`config.mk`:
```
export PLATFORM = sky130hd
export DESIGN_NAME = upct_param
export DESIGN_NICKNAME = d
export VERILOG_FILES = /design/src/rtl/upct_param.sv
export SDC_FILE = /design/constraint.sdc
export NUM_CORES = 1
export LEC_CHECK = 0
export CAP_MARGIN = 25
export CORE_ASPECT_RATIO = 0.8
export CORE_UTILIZATION = 60
export DETAILED_ROUTE_END_ITERATION = 10
export HOLD_SLACK_MARGIN = 0.02
export PLACE_DENSITY = 0.91
export RECOVER_POWER = 50
export SLEW_MARGIN = 20
export SYNTH_ARGS = -nofsm -noshare
export SYNTH_HDL_FRONTEND = slang
export SYNTH_SLANG_ARGS = --single-unit
export TNS_END_PERCENT = 50
```
`constraint.sdc`:
```
create_clock -name CLK -period 3.77 [get_ports CLK]
set_input_delay 0.377 -clock CLK [delete_from_list [all_inputs] [get_ports CLK]]
set_output_delay 0.377 -clock CLK [all_outputs]
set_load 0.1 [all_outputs]
```
`src/rtl/upct_param.sv`:
```
// upct_param: fully associative upper-PC table with tree pseudo-LRU replacement.
// Predictor entries keep a short target plus an index into this table. The
// update port finds or allocates an upper PC, and the read port expands an index
// back into the upper PC bits.
module upct_param #(
   parameter int UPCT_ENTRIES     = 8,
   parameter int LOG_UPCT_ENTRIES = $clog2(UPCT_ENTRIES),
   parameter int UPPER_PC_WIDTH   = 21
) (
   input  logic                        CLK,
   input  logic                        nRST,
   input  logic                        read_valid_in,
   input  logic [LOG_UPCT_ENTRIES-1:0] read_index_in,
   output logic [UPPER_PC_WIDTH-1:0]   read_upper_PC_out,
   input  logic                        update_valid_in,
   input  logic [UPPER_PC_WIDTH-1:0]   update_upper_PC_in,
   output logic [LOG_UPCT_ENTRIES-1:0] update_index_out,
   output logic                        update_hit_out,
   input  logic                        flush_valid_in
);

   localparam int N = UPCT_ENTRIES;
   localparam int L = LOG_UPCT_ENTRIES;

   // Architectural state
   logic [UPPER_PC_WIDTH-1:0] pc_array [UPCT_ENTRIES];
   logic [N-1:0]              valid;
   logic [N-1:1]              plru;

   // State as seen after this cycle's flush has been applied
   logic [N-1:0]              valid_eff;
   logic [N-1:1]              plru_eff;

   // Lookup and allocation results
   logic [N-1:0]              match;
   logic [N-1:0]              victim_onehot;
   logic                      hit_found;
   logic                      have_invalid;
   logic                      write_en;
   logic [L-1:0]              hit_index;
   logic [L-1:0]              invalid_index;
   logic [L-1:0]              plru_index;
   logic [L-1:0]              alloc_index;
   logic [L-1:0]              upd_index;

   // Next-state values
   logic [N-1:0]              valid_next;
   logic [N-1:1]              plru_next;

   // A flush takes effect before any lookup in the same cycle, so it masks
   // the stored valid bits and PLRU tree rather than waiting for the edge.
   assign valid_eff = flush_valid_in ? '0 : valid;
   assign plru_eff  = flush_valid_in ? '0 : plru;

   // Per-entry tag compare and PLRU path check. An entry is the PLRU victim
   // when every node on its path from the root steers toward it.
   for (genvar e = 0; e < N; e++) begin : g_entry
      logic [L-1:0] path_ok;

      assign match[e] = valid_eff[e] && (pc_array[e] == update_upper_PC_in);

      for (genvar l = 0; l < L; l++) begin : g_level
         localparam int NODE = (e + N) >> (L - l);
         localparam int DIR  = (e >> (L - 1 - l)) & 1;
         assign path_ok[l] = (plru_eff[NODE] == DIR[0]);
      end

      assign victim_onehot[e] = &path_ok;
   end

   // Encode the hit entry, the lowest invalid entry and the PLRU victim.
   // Scanning downward lets the lowest matching index win.
   always_comb begin
      hit_index     = '0;
      invalid_index = '0;
      plru_index    = '0;
      have_invalid  = 1'b0;
      for (int i = N - 1; i >= 0; i--) begin
         if (match[i]) begin
            hit_index = L'(i);
         end
         if (!valid_eff[i]) begin
            have_invalid  = 1'b1;
            invalid_index = L'(i);
         end
         if (victim_onehot[i]) begin
            plru_index = L'(i);
         end
      end
   end

   assign hit_found   = |match;
   assign alloc_index = have_invalid ? invalid_index : plru_index;
   assign upd_index   = hit_found ? hit_index : alloc_index;
   assign write_en    = update_valid_in && !hit_found;

   // A miss marks its allocated entry valid on top of the post-flush bits.
   always_comb begin
      valid_next = valid_eff;
      if (write_en) begin
         valid_next[alloc_index] = 1'b1;
      end
   end

   // PLRU tree update: each node on a touched entry's path is pointed away
   // from that entry. The update touch overrides the read touch on shared nodes.
   for (genvar l = 0; l < L; l++) begin : g_plru_level
      for (genvar k = 0; k < (1 << l); k++) begin : g_plru_node
         localparam int NODE = (1 << l) + k;
         logic read_on_path;
         logic update_on_path;

         assign read_on_path   = read_valid_in &&
                                 ((read_index_in >> (L - l)) == L'(k));
         assign update_on_path = update_valid_in &&
                                 ((upd_index >> (L - l)) == L'(k));
         assign plru_next[NODE] = update_on_path ? ~upd_index[L-1-l]     :
                                  read_on_path   ? ~read_index_in[L-1-l] :
                                                   plru_eff[NODE];
      end
   end

   // Table storage: contents survive a flush and are cleared only by reset.
   always_ff @(posedge CLK or negedge nRST) begin
      if (!nRST) begin
         for (int i = 0; i < N; i++) begin
            pc_array[i] <= '0;
         end
      end else if (write_en) begin
         pc_array[alloc_index] <= update_upper_PC_in;
      end
   end

   // Valid bits and PLRU tree advance every cycle from their next-state values.
   always_ff @(posedge CLK or negedge nRST) begin
      if (!nRST) begin
         valid <= '0;
         plru  <= '0;
      end else begin
         valid <= valid_next;
         plru  <= plru_next;
      end
   end

   // Registered read data; the pre-write array value is returned on a
   // same-cycle read and replace, and the output holds while idle.
   always_ff @(posedge CLK or negedge nRST) begin
      if (!nRST) begin
         read_upper_PC_out <= '0;
      end else if (read_valid_in) begin
         read_upper_PC_out <= pc_array[read_index_in];
      end
   end

   // Registered update result; holds while no update is requested.
   always_ff @(posedge CLK or negedge nRST) begin
      if (!nRST) begin
         update_index_out <= '0;
         update_hit_out   <= 1'b0;
      end else if (update_valid_in) begin
         update_index_out <= upd_index;
         update_hit_out   <= hit_found;
      end
   end

endmodule

```
* After elaboration in Yosys (flattened, before gate mapping) *
Cells that the tools add are included.

storage, ports and cells
  register bits after elaboration = 208
  output and inout bits = 25
  logic and storage cells = 144
  input port bits = 29

cells by class
  bitwise operators = 16
  reduce and logical (&&, ||, !) cells = 37
  $lt $le $gt $ge = 5
  equality and inequality tests = 14
  mux-type cells = 59

operators with widths
  cell                number
  $bwmux 168          1
  $eq 21x21->1        8
  $mux 3              26
  $bmux 21 s3         1
  $demux 21 s3        1
  $mux 21             3
  $reduce_and 3->1    8
  $logic_and 1x1->1   23
  $mux 1              23
  $mux 8              2
  $not 1->1           13
  $logic_not 3->1     4
  $eq 2x2->1 const B  4
  $ge 4x4->1 const B  2
  $not 3->4           2
  $or 8x8->8          1
  $reduce_or 8->1     1
  $mux 7              1
  $eq 2x1->1 const B  2
  $lt 3x4->1 const B  1
  $lt 4x1->1 const B  1
  $demux 1 s3         1
  $ge 3x1->1 const B  1
  $logic_not 1->1     1

* Depth between registers and ports, before layout *
  depth after elaboration = 17
  gate-level depth with buffers = 11
  depth with buffers taken out = 8

* Worst setup path before layout *
Ideal clock, no wire load.

  path type = input -> register
  from = in update_upper_PC_in[12]
  to = reg plru[7] (netlist name)
  library setup time = 0.125 ns
  required time = 3.645 ns
  path slack = 0.695 ns
  data arrival time = 2.950 ns
  stages on the path = 9
  path buffers = 1
  cells stage by stage = buf_2 > xor2_1 > or4_1 > or4_1 > nor4b_2 > nor3_1 > o31ai_4 > nor4b_4 > mux2_2

on the way
  word-level cells in the longest chain between the ends = 14
  elaborated cells on any way between the ends = 30
  those cells by class = 9 x eq/ne; 10 x mux; 1 x bitwise; 10 x reduce/logical

ends and longest elaborated chain
  item                    RTL line  RTL
  from (decl)             16        input logic [UPPER_PC_WIDTH-1:0] update_upper_PC_in,
  $eq 21x21->1            60        assign match[e] = valid_eff[e] && (pc_array[e] == update_upper_PC_in);
  $logic_and 1x1->1       60
  $mux 3 (8 in series)    79        if (match[i]) begin
  $mux 3 (*)              94        assign upd_index = hit_found ? hit_index : alloc_index;
  $eq 2x2->1              116       ((upd_index >> (L - l)) == L'(k));
  $logic_and 1x1->1       115       assign update_on_path = update_valid_in &&
  $mux 1 (*)              117       assign plru_next[NODE] = update_on_path ? ~upd_index[L-1-l] :
  net plru_next, one bit  48        logic [N-1:1] plru_next;
  to (signal assigned)    141       plru <= plru_next;
  to (decl)               28        logic [N-1:1] plru;

Mark *: on every way through the listed nets, which the timed path passes. The rest lies on a longest branch.
A chain may end at the register's enable or synchronous reset.

* Worst setup path after layout *
  from = in update_upper_PC_in[15]
  to = reg plru[6] (netlist name)

Same word-level chain as after synthesis.

==> qor.txt <==
========================================================================================
CTS Buffer Depth                                                                       3
Critical-path maximum fanout                                                           9
Startpoint type of the worst setup path                                        input pin
Total global-route track usage                                                     36.1%
DRT iter0 DRCs                                                                       971
Synthesized net count                                                               1005
Critical path class                                                         input pin to flip-flop
Gate count of the mapped netlist                                                     976
Worst Slack Setup Final                                                         0.449 ns
Nature of the critical path endpoint                                           flip-flop
Number of flops mapped to enable cells by yosys                                        0
Layout cells sized above 1                                                         31.3%
Share of power burned in the clock network                                         32.7%
Max cap viols                                                                          2
Standard cell area after detailed placement                                 0.0132 sq mm
Antenna diode count                                                                    0
Tightest Pin Transition                                                          2.22 ns
Post-detailed-routing wire length                                               35700 um
Most common flop cell mapped by yosys                                            dfrtp_1
Final net count                                                                     1088
Post-placement cell count                                                           1292
Top post-synthesis cells by area                                            dfrtp_1 (44%), mux2_2 (14%), xor2_1 (9.2%), mux4_2 (6.3%), xnor2_1 (3.3%)
Share of the synthesized area in the top cell type                                 43.8%
Flops & latches, synth                                                               208
Fraction of registers with async set/reset                                          100%
Vias per std cell                                                                   6.54
Std cell rows                                                                         45
Share of power burned in combinational logic                                       27.1%
Number of antenna violations at the first check in global routing                      0
Global-route wire length before repair                                          54400 um
Sequential area share after synthesis                                              43.8%
Cell at the root of the clock tree                                             clkbuf_16
Clock insertion delay at the later pin of the skew report                        0.52 ns
Final Hold Viols                                                                       0
Post-synthesis cell type count                                                        54
Data required time at the worst endpoint                                         4.16 ns
Fill cell total of the finished layout                                              1287
Clock tree from TritonCTS                                                            yes
Area of the core                                                            0.0192 sq mm
Number of warnings printed during yosys synthesis                                      0
Number of vias after detailed routing                                               8710
Final-report max-slew violation count                                                126
Count of buffers added by post-CTS timing repair for setup                             0
Fraction of power spent switching nets                                             33.2%
Dpl ws                                                                       -0.00594 ns
Internal cell power                                                              4.78 mW
Chip height                                                                       128 um
Register area                                                               0.00520 sq mm
Post-DR wirelength/cell                                                          26.8 um
Outcome                                                                     complete, but fails checks
Mean instance size in the synthesized netlist                                 12.2 sq um
Maximum frequency from static timing analysis                                    301 MHz
GPL Wtd Cong                                                                        1.08
Sum of net half-perimeters after detailed placement                             26500 um
Reg clk slew, reported paths                                                     0.06 ns
Total DRC errors in the routed layout                                                  0
Maximum number of pins on one net before global-route repair                          85
Proportion of power drawn by flip-flops and latches                                40.1%
Sink count of the clock tree                                                         208
TritonRoute pass-1 iters                                                               5
Count of pins on the block boundary                                                   54
Worst-case register-to-register setup slack                                      0.53 ns
Worst Skew                                                                     0.0180 ns
Unrepaired setup endpoints after global routing                                    false
Cts bufs inserted                                                                     22
Power per Cell Area                                                          512 mW/mm^2
P_sw                                                                             2.37 mW
Netlist Area Pre-Place                                                      0.0119 sq mm
Multi-input combinational cell area                                         0.00628 sq mm
Relative area change from synthesis to final layout                                17.5%
Number of input and output port buffers inserted                                      53
LEAKAGE                                                                          6.29 nW
Violated checks                                                             capacitance limit, slew limit
Design Area, Final                                                          0.0140 sq mm
Total power                                                                      7.15 mW
Via count of the first global-routing pass                                          8566
Final ANT Viol Nets                                                                    0
Largest vdd supply drop                                                           393 uV
Relative slew slack                                                               -47.7%
Portion of the clock cycle consumed by the worst path in the final layout          88.1%
Clock period minus worst slack                                                   3.32 ns
Die width                                                                         159 um
Full die area                                                               0.0204 sq mm
Gr ovfl total                                                                          0
Post-layout util                                                                   72.7%
Setup violation total in the final timing report                                       0
Non-Filler Instances                                                                1332
Initial Utilization                                                                61.9%
Leading area contributor after synthesis                                         dfrtp_1
H-Tree Depth                                                                           1
Data arrival time of the critical path                                           3.71 ns
Hold Crit Class                                                             flip-flop to flip-flop
========================================================================================
[power groups by stage]
| stage | sequential [mW] | combinational (mW) | clock [mW] |
|---|---|---|---|
| floorplan | 3.06 | 0.969 | 0 |
| global placement | 2.86 | 1.87 | 0 |
| detailed placement | 2.89 | 1.89 | 0 |
| CTS | 2.86 | 1.91 | 2.36 |
| global route | 2.90 | 2.02 | 2.45 |
| finish | 2.87 | 1.94 | 2.34 |
[stage by stage]
step	hold slack, ns	setup TNS (ns)
floorplan	0.0814	0
global placement	0.465	-0.00787
detailed placement	0.478	-0.00594
CTS	0.492	0
global route	0.507	0
finish	0.491	0
[cells in the mapped netlist, types with 4 or more instances]
| master | count |
|---|---|
| mux2_4 | 19 |
| inv_1 | 5 |
| dfrtp_1 | 208 |
| nor4b_1 | 10 |
| nor3_1 | 4 |
| mux2i_1 | 31 |
| nor2b_1 | 5 |
| buf_4 | 5 |
| nor2_1 | 27 |
| mux2_1 | 10 |
| xor2_1 | 125 |
| nand2b_1 | 4 |
| a21oi_1 | 24 |
| nor4_1 | 55 |
| xnor2_1 | 45 |
| nand4_1 | 29 |
| o21ai_0 | 9 |
| mux2_2 | 145 |
| nand2_1 | 33 |
| or4_1 | 9 |
| o22ai_1 | 9 |
| clkbuf_1 | 19 |
| a21o_1 | 4 |
| buf_2 | 50 |
| mux4_2 | 33 |
| nand3_1 | 15 |
[routing by layer]
metal	global-route usage, %	share of wire [%]	vias to the layer above
met2	55.1	45	482
li1	-	-	3737
met3	8.35	9.6	81
met4	11.3	3.4	0
met5	0	0	-
met1	51.6	42	4410
[layout by cell type (no fill, tap or decap), drive strengths merged, types with 27 or more instances in the layout]
| cell | Yosys | routed |
|---|---|---|
| xor2 | 125 | 125 |
| nor4 | 58 | 58 |
| mux2 | 174 | 174 |
| mux2i | 31 | 31 |
| mux4 | 33 | 33 |
| clkdlybuf4s50 | 0 | 50 |
| nand4 | 29 | 29 |
| buf | 60 | 83 |
| dfrtp | 208 | 208 |
| nand2 | 33 | 33 |
| xnor2 | 45 | 45 |
| clkbuf | 19 | 36 |
| nor2 | 27 | 27 |
[worst max-delay path, stage by stage]
cell and delay [ns]:
clkdlybuf4s50_1 0.65, buf_4 0.30, xor2_1 0.17, buf_4 0.16, nor4_1 0.29, nand4_1 0.14, nor4b_1 0.40, buf_4 0.19
nor4_2 0.06, a221oi_1 0.39, a21oi_1 0.20, mux2_1 0.37
[area by class of cell]
cell class	count	share of cell area, %
clock buffers	32	4.79
well taps	258	2.31
repair buffers	138	9.68
clock inverters	7	0.789
inverters	5	0.134
multi-input cells	684	45.0
flip-flops and latches	208	37.3
[cells by family (layout without fill, tap and decap cells)]
kind of cell | after synthesis | count (layout) | synth area share, %
compound gates | 63 | 63 | 3.45
xor+xnor | 170 | 170 | 12.5
flops | 208 | 208 | 43.8
buf+inv | 84 | 182 | 3.46
mux | 238 | 238 | 26.0
simple gates | 213 | 213 | 10.8
[state kept, by name (all words and copies together) (netlist names)]
name and cells:
pc_array 168, plru 7, read_upper_PC_out 21, update_hit_out 1, update_index_out 3, valid 8
[what timing repair did]
| action | 4_1_cts | 5_1_grt |
|---|---|---|
| endpoints found under the hold margin | 81 | 0 |
| hold buffers | 1 | 0 |
| gates resized for setup | 0 | 0 |
[final timing paths]
kind	depth (start not counted)	endpoint	startpoint
worst max register to register	8	plru[6]$_DFF_PN0_	pc_array[34]$_DFFE_PN0P_
max in group asynchronous	3	pc_array[65]$_DFFE_PN0P_	nRST
worst min-delay path	1	update_index_out[2]$_DFFE_PN0P_	update_index_out[2]$_DFFE_PN0P_
min in group asynchronous	2	update_index_out[0]$_DFFE_PN0P_	nRST
worst max-delay path	12	plru[6]$_DFF_PN0_	update_upper_PC_in[15]
worst min register to register	1	update_index_out[2]$_DFFE_PN0P_	update_index_out[2]$_DFFE_PN0P_
Note: power is estimated with default switching activity, not from simulation.
